## config.mk

```make
export PLATFORM = sky130hd
export DESIGN_NAME = ddr_stream_unpacker
export DESIGN_NICKNAME = d
export VERILOG_FILES = /design/src/rtl/ddr_stream_unpacker.sv
export SDC_FILE = /design/constraint.sdc
export NUM_CORES = 1
export LEC_CHECK = 0
export ABC_AREA = 1
export CAP_MARGIN = 20
export CORE_MARGIN = 3
export CORE_UTILIZATION = 60
export CTS_BUF_LIST = sky130_fd_sc_hd__clkbuf_2
export CTS_CLUSTER_DIAMETER = 40
export CTS_CLUSTER_SIZE = 8
export DETAILED_ROUTE_END_ITERATION = 8
export PLACE_DENSITY = 0.86
export SLEW_MARGIN = 20
export SYNTH_ARGS = -nofsm -noshare
export SYNTH_HDL_FRONTEND = slang
export SYNTH_SLANG_ARGS = --single-unit
```

## constraint.sdc

```tcl
create_clock -name clk -period 2.4 [get_ports clk]
set_clock_uncertainty 0.1 [all_clocks]
set_input_delay 0.24 -clock clk [delete_from_list [all_inputs] [get_ports clk]]
set_output_delay 0.24 -clock clk [all_outputs]
set_load 0.01 [all_outputs]
```

## src/rtl/ddr_stream_unpacker.sv

```systemverilog
// Unpacks WORD_WIDTH FIFO words into a DATA_WIDTH sample stream with row/frame framing.
// First sample lands two cycles after the read strobe; stall_i gates emission and reads.
module ddr_stream_unpacker #(
  parameter int DATA_WIDTH  = 8,
  parameter int WORD_WIDTH  = 64,
  parameter int STRING_LEN  = 224,
  parameter int CHANNEL_NUM = 3,
  parameter int STRING_NUM  = 224,
  parameter int HOLD_DATA   = 1
) (
  input  logic                         clk,
  input  logic                         reset_n,
  input  logic [WORD_WIDTH-1:0]        fifo_q_i,
  input  logic                         fifo_empty_i,
  output logic                         fifo_rd_o,
  input  logic                         stall_i,
  output logic signed [DATA_WIDTH-1:0] data_o,
  output logic                         data_valid_o,
  output logic                         sop_o,
  output logic                         eop_o,
  output logic                         sof_o,
  output logic                         eof_o
);

  localparam int BPW       = WORD_WIDTH / DATA_WIDTH;
  localparam int ROW_BYTES = STRING_LEN * CHANNEL_NUM;
  localparam int IDX_W     = (BPW > 1) ? $clog2(BPW) : 1;
  localparam int COL_W     = (ROW_BYTES > 1) ? $clog2(ROW_BYTES) : 1;
  localparam int ROW_W     = (STRING_NUM > 1) ? $clog2(STRING_NUM) : 1;
  localparam int PACE_W    = (HOLD_DATA > 1) ? $clog2(HOLD_DATA) : 1;

  // READ covers the cycle the registered read strobe is high; the word arrives in LOAD.
  typedef enum logic [1:0] {IDLE, READ, LOAD, EMIT} state_t;

  state_t                  state, state_nxt;
  logic                    rd_nxt;
  logic [WORD_WIDTH-1:0]   shreg;
  logic [IDX_W-1:0]        byte_idx;
  logic [PACE_W-1:0]       pace_cnt;
  logic [COL_W-1:0]        col_cnt;
  logic [ROW_W-1:0]        row_cnt;

  logic [WORD_WIDTH-1:0]   cur_word;
  logic [IDX_W-1:0]        cur_idx;
  logic                    can_emit;
  logic                    last_in_word;
  logic                    col_last;
  logic                    row_last;

  // LOAD emits straight from the FIFO data so the first sample costs no extra cycle.
  always_comb begin
    cur_word     = (state == LOAD) ? fifo_q_i : shreg;
    cur_idx      = (state == LOAD) ? '0 : byte_idx;
    can_emit     = ((state == LOAD) || (state == EMIT)) && (pace_cnt == '0) && !stall_i;
    last_in_word = (cur_idx == IDX_W'(BPW - 1));
    col_last     = (col_cnt == COL_W'(ROW_BYTES - 1));
    row_last     = (row_cnt == ROW_W'(STRING_NUM - 1));
  end

  always_comb begin
    state_nxt = state;
    rd_nxt    = 1'b0;
    unique case (state)
      IDLE: begin
        if (!fifo_empty_i && !stall_i) begin
          rd_nxt    = 1'b1;
          state_nxt = READ;
        end
      end
      READ: state_nxt = LOAD;
      LOAD, EMIT: begin
        state_nxt = EMIT;
        if (can_emit && last_in_word) begin
          if (!fifo_empty_i) begin
            rd_nxt    = 1'b1;
            state_nxt = READ;
          end else begin
            state_nxt = IDLE;
          end
        end
      end
      default: state_nxt = IDLE;
    endcase
  end

  always_ff @(posedge clk or negedge reset_n) begin
    if (!reset_n) begin
      state        <= IDLE;
      fifo_rd_o    <= 1'b0;
      shreg        <= '0;
      byte_idx     <= '0;
      pace_cnt     <= '0;
      col_cnt      <= '0;
      row_cnt      <= '0;
      data_o       <= '0;
      data_valid_o <= 1'b0;
      sop_o        <= 1'b0;
      eop_o        <= 1'b0;
      sof_o        <= 1'b0;
      eof_o        <= 1'b0;
    end else begin
      state        <= state_nxt;
      fifo_rd_o    <= rd_nxt;
      data_valid_o <= can_emit;
      sop_o        <= can_emit && (col_cnt == '0);
      eop_o        <= can_emit && col_last;
      sof_o        <= can_emit && (col_cnt == '0) && (row_cnt == '0);
      eof_o        <= can_emit && col_last && row_last;

      if (state == LOAD) begin
        shreg    <= fifo_q_i;
        byte_idx <= '0;
      end

      if (can_emit) begin
        data_o   <= cur_word[DATA_WIDTH-1:0];
        shreg    <= cur_word >> DATA_WIDTH;
        byte_idx <= cur_idx + IDX_W'(1);
        pace_cnt <= PACE_W'(HOLD_DATA - 1);
        if (col_last) begin
          col_cnt <= '0;
          row_cnt <= row_last ? '0 : row_cnt + ROW_W'(1);
        end else begin
          col_cnt <= col_cnt + COL_W'(1);
        end
      end else if (pace_cnt != '0) begin
        pace_cnt <= pace_cnt - PACE_W'(1);
      end
    end
  end

endmodule
```

==> metrics.md <==
| Metric | Value |
|---|---|
| Fillers | `615` |
| Setup tns final | `0 ns` |
| I/O Buffers | `81` |
| Synth-to-layout area growth | `19.1%` |
| Worst setup path category | `reg2reg` |
| Fin crit period | `2.03 ns` |
| Endpoints failing setup | `0` |
| Setup Fix Bufs, Post-CTS | `0` |
| Clock Tree Root | `clkbuf_2` |
| CP Cell Sequence | `nand2_2 -> inv_2 -> nor2_1 -> ha_1 -> ha_1 -> nand2_1 -> o21ai_0 -> inv_1` |
| Final GP Congestion | `0.901` |
| Initial DRC count | `231` |
| Startpoint types | `register` |
| # H-tree levels | `3` |
| Yosys reg bits | `101` |
| Clk buf depth | `2` |
| RSZ-0062 raised after global routing | `no` |
| FF/Latch Area | `2530 µm²` |
| Area occupied by multi-input gates | `2250 µm²` |
| Post-route ant nets | `0` |
| Outcome | `completed` |
| CP Data Required Time | `2.80 ns` |
| Initial antenna violation count | `0` |
| Clock latency on the worst-skew pair | `0.54 ns` |
| First-pass GRT wire length | `18.9 mm` |
| Rel. slew slack | `0.379` |
| Pwr Total | `5540 µW` |
| Average wire per standard cell | `15.6 µm` |
| CP dominant cell by count | `ha_1` |
| Worst Tran Pin Value | `0.928 ns` |
| Clk pwr share | `0.147` |
| Mapped Nets | `580` |
| Via density per instance | `5.38` |
| Sequential share of power | `0.476` |
| Post-Syn Instances | `506` |
| DPL Wire Length | `8.06 mm` |
| DIE WIDTH | `98.4 µm` |
| Final WL | `10.9 mm` |
| Final Cycle Share | `0.845` |
| Starting Density | `0.620` |
| Fin. Hold Viols | `0` |
| CP max FO | `20` |
| Peak supply drop | `0.446 mV` |
| Crit. End Element | `register` |
| Clock sink count | `101` |
| CP max stage delay | `0.55 ns` |
| Nets | `660` |
| Peak Freq | `493 MHz` |
| Logic pwr share | `0.377` |
| # IOs | `82` |
| Vias | `3744` |
| Diodes inserted | `0` |
| Clk pin slew, worst setup/hold paths | `0.27 ns` |
| Gr ovfl total | `0` |
| Slew Viols, Final | `0` |
| Hold Crit Class | `in2async` |
| Arrival @ worst endpoint | `2.43 ns` |
| Post-route DRC | `0` |
| Layout cells sized above 1 | `0.164` |
| Die ar. | `9680 µm²` |
| Critical-path top delay cell | `dfrtp_1` |
| Site Rows | `33` |
| Internal power | `3550 µW` |
| Syn avg cell area | `10.1 µm²` |
| Switch share | `0.358` |
| Total GRT Usage | `0.243` |
| Leak Pwr | `0.00281 µW` |
| PwrDens | `908 nW/µm²` |
| Core region area | `8260 µm²` |
| WHS | `0.113 ns` |
| Mapped Area | `5120 µm²` |
| Max-Cap Viols | `0` |
| Largest net degree at the start of global routing | `54` |
| Net load switching power | `1980 µW` |
| Drt pass-1 iters | `4` |
| Register area share after synthesis | `0.493` |
| DIE HEIGHT | `98.4 µm` |
| Vias in the first global route | `3877` |
| YS warnings | `0` |
| Cts bufs inserted | `9` |
| CTS tree | `built` |
| Unique masters post-synth | `31` |
## cell usage in the layout (no fill, tap or decap), drive strengths merged
cell type and count:
dfrtp 101, o21ai 82, clkdlybuf4s50 80, nand2 67, or2 64, mux2i 56
nor2 37, inv 36, nand3 15, buf 12, clkbuf 10, nand4 6
ha 6, nor3 4, xor2 3, a21oi 2, clkinv 2, clkinvlp 2
dlygate4sd3 2, a21o 1, xnor2 1, nand3b 1, bufinv 1
## worst paths after layout
path / end / from / slack [ns] / cells past startpoint
min in group clk: fifo_rd_o$_DFF_PN0_ / fifo_empty_i / 0.23 / 2
max in group asynchronous: shreg[42]$_DFF_PN0_ / reset_n / 0.78 / 3
hold / removal: shreg[23]$_DFF_PN0_ / reset_n / 0.11 / 3
setup reg to reg: state[1]$_DFFE_PN0P_ / state[1]$_DFFE_PN0P_ / 0.37 / 8
setup / recovery: state[1]$_DFFE_PN0P_ / state[1]$_DFFE_PN0P_ / 0.37 / 8
hold reg to reg: data_o[5]$_DFFE_PN0N_ / data_o[5]$_DFFE_PN0N_ / 0.43 / 2
## cell usage after synthesis (all sizes together)
cell    count  share of area
a21o        1         0.0015
a21oi       2         0.0020
buf        23          0.041
clkbuf      2         0.0017
dfrtp     101           0.49
ha          6          0.015
inv        35          0.026
mux2i      56           0.11
nand2      67          0.051
nand3      15          0.016
nand3b      1         0.0015
nand4       6         0.0073
nor2       37          0.031
nor3        4         0.0039
o21ai      82           0.12
or2        64          0.078
xnor2       1         0.0017
xor2        3         0.0051
## sequential cells by signal (all words and copies together) (netlist names)
name,count
row_cnt,8
col_cnt,10
byte_idx,3
eop_o,1
data_valid_o,1
sof_o,1
fifo_rd_o,1
shreg,64
eof_o,1
data_o,8
state,2
sop_o,1
## cells by family after synthesis
kind of cell | Yosys count | synth area share
and+or+nand+nor | 194 | 0.188
DFF | 101 | 0.493
buffers and inverters | 60 | 0.0684
adders and majority gates | 6 | 0.0147
muxes | 56 | 0.109
AOI/OAI and AO/OA | 85 | 0.119
xor gates and xnor gates | 4 | 0.00684
## worst max-delay path: cells and delay by family (launching register included)
family          cells  cell delay (ns)
buf+inv             2             0.37
fa+ha+maj           2             0.40
compound gates      1             0.12
flops               1             0.55
simple gates        3             0.46
## power groups by stage
stage | Clock, µW | Sequential (µW) | Combinational (µW)
2_1_floorplan | 0 | 2630 | 1490
3_3_place_gp | 0 | 2640 | 1990
3_5_place_dp | 0 | 2680 | 2100
4_1_cts | 840 | 2640 | 2110
5_1_grt | 921 | 2700 | 2350
6_report | 816 | 2640 | 2090
## repair_timing
action | CTS | global route
hold endpoints to repair | 101 | 0
setup endpoints to repair | 0 | 0
hold buffers | 2 | 0
gates resized for setup | 0 | 0
## layout make-up
type,instances,share of cell area
Clock buffer,10,0.00820
Clock inverter,6,0.0117
Sequential cell,101,0.414
Multi-Input combinational cell,345,0.369
Timing Repair Buffer,94,0.153
Inverter,35,0.0215
Tap cell,105,0.0215
## stage by stage
| stage | utilization | setup WS [ns] | instance area [µm²] | instances |
|---|---|---|---|---|
| global placement | 0.722 | 0.498 | 5960 | 678 |
| global route | 0.739 | 0.230 | 6100 | 696 |
| detailed placement | 0.722 | 0.411 | 5960 | 678 |
| CTS | 0.739 | 0.363 | 6100 | 696 |
| floorplan | - | 0.754 | 5120 | 506 |
| finish | 0.739 | 0.373 | 6100 | 696 |
## routing by layer
metal,routed length (µm),GRT usage,vias up
met5,0,0,-
met4,232,0.0840,0
met3,409,0.0354,20
met2,5420,0.411,95
met1,4790,0.325,1796
li1,-,-,1833
No activity file was read; power rests on OpenSTA's default activity.
